### config.mk
export PLATFORM = sky130hd
export DESIGN_NAME = alu_pipe
export DESIGN_NICKNAME = d
export VERILOG_FILES = /design/src/rtl/alu_pipe_pkg.sv /design/src/rtl/alu_pipe_core.sv /design/src/rtl/alu_pipe.sv
export SDC_FILE = /design/constraint.sdc
export NUM_CORES = 1
export LEC_CHECK = 0
export ABC_AREA = 1
export BUFFER_PORTS_ARGS = -buffer_cell sky130_fd_sc_hd__buf_2
export CORE_UTILIZATION = 25
export DETAILED_ROUTE_END_ITERATION = 6
export REMOVE_ABC_BUFFERS = 1
export SLEW_MARGIN = 30
export SYNTH_ARGS = -nofsm -noshare
export SYNTH_HDL_FRONTEND = slang
export SYNTH_SLANG_ARGS = --single-unit
### constraint.sdc
create_clock -name clk -period 6.6 [get_ports clk]
set_input_delay 0 -clock clk [delete_from_list [all_inputs] [get_ports clk]]
set_output_delay 0 -clock clk [all_outputs]
set_load 0.005 [all_outputs]
### src/rtl/alu_pipe_pkg.sv
// alu_pipe_pkg: shared definitions for the pipelined ALU.
//   arith_op_e : Op encodings when L=0 (negate A, negate B, add, subtract)
//   logic_op_e : Op encodings when L=1 (and, or, xor, not A)
//   flags_t    : registered status flags {Z,C,S,V}
package alu_pipe_pkg;

  typedef enum logic [1:0] {
    OP_NEGA = 2'b00,
    OP_NEGB = 2'b01,
    OP_ADD  = 2'b10,
    OP_SUB  = 2'b11
  } arith_op_e;

  typedef enum logic [1:0] {
    OP_AND = 2'b00,
    OP_OR  = 2'b01,
    OP_XOR = 2'b10,
    OP_NOT = 2'b11
  } logic_op_e;

  typedef struct packed {
    logic z;  // result is zero
    logic c;  // carry out (for subtract: 1 = no borrow)
    logic s;  // sign, result msb
    logic v;  // two's-complement overflow
  } flags_t;

endpackage

### src/rtl/alu_pipe_core.sv
// alu_core: purely combinational ALU datapath.
//   a, b   : operands
//   cin    : carry-in for add/subtract (already selected by the caller)
//   l      : 1 = logic op, 0 = arithmetic op
//   op     : operation select (arith_op_e / logic_op_e)
//   r      : result
//   flags  : {Z,C,S,V} derived from this result
module alu_core
  import alu_pipe_pkg::*;
#(
  parameter int WIDTH = 8
) (
  input  logic [WIDTH-1:0] a,
  input  logic [WIDTH-1:0] b,
  input  logic             cin,
  input  logic             l,
  input  logic [1:0]       op,
  output logic [WIDTH-1:0] r,
  output flags_t           flags
);

  localparam logic [WIDTH:0] ONE = {{WIDTH{1'b0}}, 1'b1};

  arith_op_e      aop;
  logic_op_e      lop;
  logic [WIDTH:0] sum;
  logic [WIDTH:0] cin_ext;
  logic           msb_a;
  logic           msb_b;
  logic           msb_r;

  assign aop     = arith_op_e'(op);
  assign lop     = logic_op_e'(op);
  assign cin_ext = {{WIDTH{1'b0}}, cin};
  assign msb_a   = a[WIDTH-1];
  assign msb_b   = b[WIDTH-1];

  always_comb begin
    sum     = '0;
    r       = '0;
    flags   = '0;
    msb_r   = 1'b0;
    if (!l) begin
      // One extra bit on every arithmetic sum so the carry falls out as bit WIDTH.
      case (aop)
        OP_NEGA: sum = {1'b0, ~a} + ONE;
        OP_NEGB: sum = {1'b0, ~b} + ONE;
        OP_ADD:  sum = {1'b0, a} + {1'b0, b} + cin_ext;
        OP_SUB:  sum = {1'b0, a} + {1'b0, ~b} + cin_ext;
        default: sum = '0;
      endcase
      r       = sum[WIDTH-1:0];
      msb_r   = sum[WIDTH-1];
      flags.c = sum[WIDTH];
      case (aop)
        // Negation only overflows on the most negative value, the one
        // input whose negation keeps the sign bit set.
        OP_NEGA: flags.v = msb_a & msb_r;
        OP_NEGB: flags.v = msb_b & msb_r;
        OP_ADD:  flags.v = (msb_a == msb_b) && (msb_r != msb_a);
        OP_SUB:  flags.v = (msb_a != msb_b) && (msb_r != msb_a);
        default: flags.v = 1'b0;
      endcase
    end else begin
      case (lop)
        OP_AND:  r = a & b;
        OP_OR:   r = a | b;
        OP_XOR:  r = a ^ b;
        OP_NOT:  r = ~a;
        default: r = '0;
      endcase
    end
    flags.z = (r == '0);
    flags.s = r[WIDTH-1];
  end

endmodule

### src/rtl/alu_pipe.sv
// alu_pipe: two-stage pipelined ALU with valid/ready handshakes.
//   clk, reset_n          : clock, asynchronous active-low reset
//   in_valid / in_ready   : operand beat handshake
//   A, B, L, Op           : operands and operation select
//   use_acc               : take operand A from the accumulator
//   use_cin               : add/subtract take the registered C flag as carry-in
//   out_valid / out_ready : result handshake
//   R, Z, C, S, V         : registered result and flags
//   acc                   : accumulator (always equals the last computed R)
// Stage 1 captures the beat; stage 2 computes and registers result, flags and acc.
module alu_pipe
  import alu_pipe_pkg::*;
#(
  parameter int WIDTH = 8
) (
  input  logic             clk,
  input  logic             reset_n,
  input  logic             in_valid,
  output logic             in_ready,
  input  logic [WIDTH-1:0] A,
  input  logic [WIDTH-1:0] B,
  input  logic             L,
  input  logic [1:0]       Op,
  input  logic             use_acc,
  input  logic             use_cin,
  output logic             out_valid,
  input  logic             out_ready,
  output logic [WIDTH-1:0] R,
  output logic             Z,
  output logic             C,
  output logic             S,
  output logic             V,
  output logic [WIDTH-1:0] acc
);

  logic             vld_p1;
  logic [WIDTH-1:0] a_p1;
  logic [WIDTH-1:0] b_p1;
  logic             l_p1;
  logic [1:0]       op_p1;
  logic             use_acc_p1;
  logic             use_cin_p1;

  logic [WIDTH-1:0] r_p2;
  flags_t           flags_p2;
  logic [WIDTH-1:0] acc_p2;

  logic             accept;
  logic             s2_load;
  logic [WIDTH-1:0] opa;
  logic             core_cin;
  logic [WIDTH-1:0] core_r;
  flags_t           core_flags;

  // Stage 2 may load whenever its current contents are gone or leaving now,
  // so a full pipeline with a consuming sink still accepts one beat per cycle.
  assign s2_load  = vld_p1 && (!out_valid || out_ready);
  assign in_ready = !vld_p1 || s2_load;
  assign accept   = in_valid && in_ready;

  // ---- stage 1: capture the accepted beat ----
  always_ff @(posedge clk or negedge reset_n) begin
    if (!reset_n) begin
      vld_p1 <= 1'b0;
    end else if (accept) begin
      vld_p1 <= 1'b1;
    end else if (s2_load) begin
      vld_p1 <= 1'b0;
    end
  end

  always_ff @(posedge clk) begin
    if (accept) begin
      a_p1       <= A;
      b_p1       <= B;
      l_p1       <= L;
      op_p1      <= Op;
      use_acc_p1 <= use_acc;
      use_cin_p1 <= use_cin;
    end
  end

  // Accumulator and C are read at s2_load, when they already hold the
  // preceding beat's result, so back-to-back chaining needs no forwarding.
  // Without use_cin, subtract defaults to carry-in 1 (no borrow), add to 0.
  assign opa      = use_acc_p1 ? acc_p2 : a_p1;
  assign core_cin = use_cin_p1 ? flags_p2.c : (op_p1 == OP_SUB);

  alu_core #(.WIDTH(WIDTH)) u_core (
    .a     (opa),
    .b     (b_p1),
    .cin   (core_cin),
    .l     (l_p1),
    .op    (op_p1),
    .r     (core_r),
    .flags (core_flags)
  );

  // ---- stage 2: compute and register result, flags, accumulator ----
  always_ff @(posedge clk or negedge reset_n) begin
    if (!reset_n) begin
      out_valid <= 1'b0;
      r_p2      <= '0;
      flags_p2  <= '0;
      acc_p2    <= '0;
    end else if (s2_load) begin
      out_valid <= 1'b1;
      r_p2      <= core_r;
      flags_p2  <= core_flags;
      acc_p2    <= core_r;
    end else if (out_ready) begin
      out_valid <= 1'b0;
    end
  end

  assign R   = r_p2;
  assign Z   = flags_p2.z;
  assign C   = flags_p2.c;
  assign S   = flags_p2.s;
  assign V   = flags_p2.v;
  assign acc = acc_p2;

endmodule

# Word level (Yosys, flattened, before mapping)

Cells that the tools add are included.

Input port bits: 25
Output and inout port bits: 22
Word-level logic and storage cells: 57
Register bits: 35

Add/subtract/negate cells: 6
Bitwise logic cells: 7
Reductions and logical operators: 12
Muxes and demuxes: 13
Equality and inequality tests: 6

Operator list:

| operator              | number |
|---|---|
| $pmux W9 S4           | 1 |
| $pmux W8 S4           | 1 |
| $add A8 B1 Y9 const B | 2 |
| $add A8 B8 Y9         | 2 |
| $add A9 B1 Y9         | 2 |
| $mux W8               | 2 |
| $not A8 Y8            | 2 |
| $mux W9               | 1 |
| $and A8 B8 Y8         | 1 |
| $logic_not A8 Y1      | 1 |
| $or A8 B8 Y8          | 1 |
| $xor A8 B8 Y8         | 1 |
| $mux W1               | 7 |
| $eq A2 B2 Y1 const B  | 2 |
| $logic_and A1 B1 Y1   | 4 |
| $pmux W1 S4           | 1 |
| $reduce_bool A2 Y1    | 2 |
| $and A1 B1 Y1         | 2 |
| $eq A2 B1 Y1 const B  | 1 |
| $logic_not A1 Y1      | 2 |
| $logic_not A2 Y1      | 1 |
| $logic_or A1 B1 Y1    | 2 |
| $ne A1 B1 Y1          | 2 |
| $eq A1 B1 Y1          | 1 |

# Depth between registers and ports, before layout

Depth in word-level cells: 9
Gate-level depth with buffers: 22
Mapped depth without buffers: 20

# Hierarchy

From an unflattened synthesis, not the netlist that was laid out.

Cell total of the unflattened synthesis: 454
Area total of the unflattened synthesis: 3161.8 sq um

By module, submodules not included:

| module   | area each (sq um) | instances | seq. area each (sq um) | cells each |
|---|---|---|---|---|
| alu_core | 1790.5            | 1         | 0.0                    | 336 |
| alu_pipe | 1371.3            | 1         | 980.9                  | 118 |

# Worst setup path before layout

No wires, ideal clock.

Path type: register to register
From: register use_acc_p1
To: register flags_p2 (netlist bit Z)
Library setup time: 0.065 ns
Required time: 6.535 ns
Stages on the path, launching flop included: 19
Buffers on the path: 1
Setup slack: 3.965 ns
Clock period less this slack: 2.635 ns
Arrival: 2.570 ns
Cell sequence: edfxtp_1 > buf_2 > inv_2 > nand2_1 > nand2_1 > inv_1 > fa_1 > fa_1 > o21a_1 > o21ai_0 > nand2_1 > nand2_1 > nor2_1 > nand2_1 > nor2_1 > nand3_1 > nor2_1 > nand3_1 > nand2_1

Word-level cells in the longest chain between the ends: 7
Elaborated cells on any way between the ends: 15
Those cells by class: 5 x add/sub; 5 x mux; 4 x bitwise; 1 x reduce/logical

Ends and longest elaborated chain:

| what                                  | RTL line            | text |
|---|---|---|
| from (decl)                           | alu_pipe.sv:41      | `logic use_acc_p1;` |
| from (signal assigned)                | alu_pipe.sv:78      | `use_acc_p1 <= use_acc;` |
| $mux W8 (*)                           | alu_pipe.sv:86      | `assign opa = use_acc_p1 ? acc_p2 : a_p1;` |
| $add A8 B8 Y9 (tied with other cells) | alu_pipe_core.sv:49 | `OP_SUB: sum = {1'b0, a} + {1'b0, ~b} + cin_ext;` |
| $add A9 B1 Y9 (tied with other cells) | alu_pipe_core.sv:49 |  |
| $pmux W9 S4                           | alu_pipe_core.sv:45 | `case (aop)` |
| $mux W9                               | alu_pipe_core.sv:43 | `if (!l) begin` |
| $mux W8 (*)                           | alu_pipe_core.sv:43 |  |
| $logic_not A8 Y1 (*)                  | alu_pipe_core.sv:73 | `flags.z = (r == '0);` |
| to (signal assigned)                  | alu_pipe.sv:109     | `flags_p2 <= core_flags;` |
| to (decl)                             | alu_pipe.sv:45      | `flags_t flags_p2;` |

Every way passes the cells marked *; elsewhere a longest branch is shown, timed or not. The select of a mux whose other input is x is not followed.
A chain may end at the register's enable or synchronous reset.

# Worst setup path after layout

From: register op_p1[1]
To: register flags_p2 (netlist bit Z)

Word-level cells in the longest chain between the ends: 7
Elaborated cells on any way between the ends: 12
Those cells by class: 2 x add/sub; 3 x eq/ne; 5 x mux; 2 x reduce/logical

Ends and longest elaborated chain:

| what                                    | RTL line                                                 | text |
|---|---|---|
| from (decl)                             | alu_pipe.sv:40                                           | `logic [1:0] op_p1;` |
| from (signal assigned)                  | alu_pipe.sv:77                                           | `op_p1 <= Op;` |
| $eq A2 B2 Y1                            | alu_pipe_core.sv:45, alu_pipe_core.sv:65, alu_pipe.sv:87 |  |
| $mux W1                                 | alu_pipe.sv:87                                           | `assign core_cin = use_cin_p1 ? flags_p2.c : (op_p1 == OP_SUB);` |
| $add A9 B1 Y9, on equally long branches | alu_pipe_core.sv:49, alu_pipe_core.sv:48                 |  |
| $pmux W9 S4                             | alu_pipe_core.sv:45                                      |  |
| $mux W9                                 | alu_pipe_core.sv:43                                      |  |
| $mux W8 (*)                             | alu_pipe_core.sv:43                                      |  |
| $logic_not A8 Y1 (*)                    | alu_pipe_core.sv:73                                      |  |

Marked as above.

==> reports/qor.yml <==
setup_path:
  crit_path_frequent_cell: "nand2_1"
  crit_type: "register to register"
  crit_path_max_incr_delay_ns: 0.64
  crit_chain: "nand2_2 > nand2_1 > o21ai_0 > fa_1 > fa_1 > o21a_1 > o21ai_0 > nand2_1 > nand2_1 > nor2_1 > nand2_1 > nor2_1 > nand3_1 > nor2_1 > nand3_1 > nand2_1"
  end_kind: "register"
  cp-start-kind: "register"
  worst_path_max_delay_cell: "edfxtp_1"
  path_delay_family: "simple AND/OR/NAND/NOR gates"
  cp.arrival_ns: 3.35
  cp_max_fo: 14
  critPathRequiredTime_ns: 6.82
  crit_buf_inv: 0
sta:
  hold_viol: 0
  setup_viol: 0
  worst_slew_pin_slew_ns: 0.861
  fin_skew_ns: 0.00482
  setup_ws_ns: 3.47
  final_max_slew_viol_count: 0
  final.min_clock_period_ns: 3.13
  hold_ws_ns: 0.146
  max_slew_margin_pct: 42.5
  rsz0062_at_grt: "no"
  fin_setup_tns_ns: 0
  finalCritPeriodShare_pct: 47.4
  fmax_mhz: 319
routing:
  viasPerCell: 4.76
  drtIter0Drc: 271
  dr_total_vias: 2996
  dr.pass1.iters: 5
  drc: 0
  wirelength_um: 8530
  wl_per_cell_um: 13.5
  postRouteAntennaNets: 0
synthesis:
  ys.warnings.count: 0
  synth_cell_types: 35
  synth_area_leaders: "edfxtp_1, nand2_1, dfrtp_1, ha_1, inv_1"
  ys_top_cells_by_count: "nand2_1, inv_1, nand3_1"
  synth-async-reset-ratio_pct: 38.2
  synth_enable_flop_cells: 21
  yosys.area.top_type: "edfxtp_1"
  synth_seq_cells: 34
  synth_area_um2: 3030
  synth_most_common_cell: "nand2_1"
  ys.flop_type: "edfxtp_1"
  syn_avg_cell_area_um2: 7.06
  netlist_instances: 429
  yosys.area.top_type_share_pct: 20.8
  seq_area_frac_synth_pct: 31.6
clocking:
  htree_levels: 2
  cts_tree: "done"
  cts_made_buffers: 5
  cts_max_path_buffers: 2
  cts-root-buf: "clkbuf_16"
  clk_pin_slew_worst_paths_ns: 0.06
  cts_sinks: 34
  clock_latency_ns: 0.28
place:
  dpl-instance-area_um2: 3310
  place_ws_ns: 3.56
  port_buffers: 46
  gp_congestion: 0.907
  placed_cells: 598
  hpwl_um: 6500
finish:
  finalInstanceArea_um2: 3740
  drive_gt1_share_pct: 15.0
  final_cells: 630
  antenna_cells: 0
  fillers: 1247
  utilization_pct: 32.2
  nets: 539
  area_growth_pct: 23.4
min_path:
  worstHoldPathType: "input pin to asynchronous set/reset pin"
floorplanning:
  die_x_um: 112
  die-area_um2: 12600
  io-pin-count: 47
  initial_utilization_pct: 26.1
  die_h_um: 112
  core_area_um2: 11600
  fp-row-count: 39
global_routing:
  first_global_vias: 2802
  grt_pass1_wl_um: 14100
  grt_start_max_net_pins: 22
  grt_usage_pct: 14.2
  grt_overflow: 0
  antenna_found_initial: 0
power_and_ir_drop:
  p_per_area_nw_per_um2: 275
  leakage_nw: 1.90
  peakVddDrop_mv: 0.183
  power.total_mw: 1.03
run:
  drv_cap: 0
run_status:
  status: "finished, final reports clean"
## placed cells by master, fill, tap and decap left out, types with 2 or more instances in the layout
cell,n
o21ai_0,22
fa_1,3
o21ai_1,3
and2_1,2
nor2_4,2
nand3_1,35
nand4_1,5
a21oi_1,23
clkinv_1,2
clkbuf_16,6
nand2_1,131
buf_2,46
o221ai_1,5
nand3_2,3
nand2_2,6
dlygate4sd3_1,24
inv_1,56
nand2_4,2
o211ai_1,2
edfxtp_1,21
a31oi_1,4
nor2_1,31
dfrtp_1,13
ha_1,25
inv_2,4
## area by class of cell
| class | count | area, µm² | share of cell area, % |
|---|---|---|---|
| clock buffer | 6 | 150 | 4.02 |
| clock inverter | 2 | 38.8 | 1.04 |
| inverter | 62 | 233 | 6.23 |
| multi-input combinational | 313 | 1710 | 45.8 |
| sequential | 34 | 956 | 25.6 |
| tap | 143 | 179 | 4.79 |
| timing repair buffer | 70 | 470 | 12.6 |
## final timing paths
check                      endpoint     start  slack (ns)  cells past startpoint
max reg2reg                       Z  op_p1[1]        3.47                     16
max in group asynchronous    acc[1]   reset_n        6.21                      2
min in group clk            a_p1[0]      A[0]        0.42                      2
min                          vld_p1   reset_n        0.15                      2
min reg2reg                       V         V        0.48                      2
max                               Z  op_p1[1]        3.47                     16
## per-layer routing
layer  share of wire, %  global-route usage [%]  up-vias  wire [µm]
met3                5.4                    1.78       11        464
met1                 48                    19.5     1378       4050
met4                1.7                    5.24        0        143
met2                 45                    23.0      114       3860
met5                  0                       0        -          0
li1                   -                       -     1493          -
## registers in the layout (all words and copies together) (netlist names)
| register | count |
|---|---|
| a_p1 | 8 |
| op_p1 | 2 |
| vld_p1 | 1 |
| use_acc_p1 | 1 |
| C | 1 |
| Z | 1 |
| b_p1 | 8 |
| S | 1 |
| V | 1 |
| l_p1 | 1 |
| acc | 7 |
| out_valid | 1 |
| use_cin_p1 | 1 |
## repair_timing
item                      4_1_cts  5_1_grt
buffers inserted                0        0
hold buffers                   24        0
hold endpoints to repair       36        0
gates resized for setup         0        0
## worst reg2reg max path, cell delays in order (launching register included)
cell      delay, ns
edfxtp_1       0.64
nand2_2        0.24
nand2_1        0.10
o21ai_0        0.14
fa_1           0.44
fa_1           0.50
o21a_1         0.12
o21ai_0        0.09
nand2_1        0.07
nand2_1        0.05
nor2_1         0.15
nand2_1        0.07
nor2_1         0.13
nand3_1        0.08
nor2_1         0.11
nand3_1        0.08
nand2_1        0.07
## power by group
group	switching, mW	internal [mW]	total (mW)	leakage [nW]
Sequential	0.0329	0.263	0.295	0.361
Clock	0.0973	0.202	0.299	0.0922
Combinational	0.275	0.160	0.435	1.45
Total	0.405	0.624	1.03	1.90
## cell families (layout without fill, tap and decap cells)
family                     count (synthesis)  count (layout)  share of synthesized area (%)
buffers and inverters                     82             140                           11.9
DFF                                       34              34                           31.6
xor gates and xnor gates                   1               1                          0.289
AOI/OAI and AO/OA                         62              62                           11.4
and+or+nand+nor                          222             222                           32.5
adders and majority gates                 28              28                           12.3
Power figures use the tool's default switching activity.
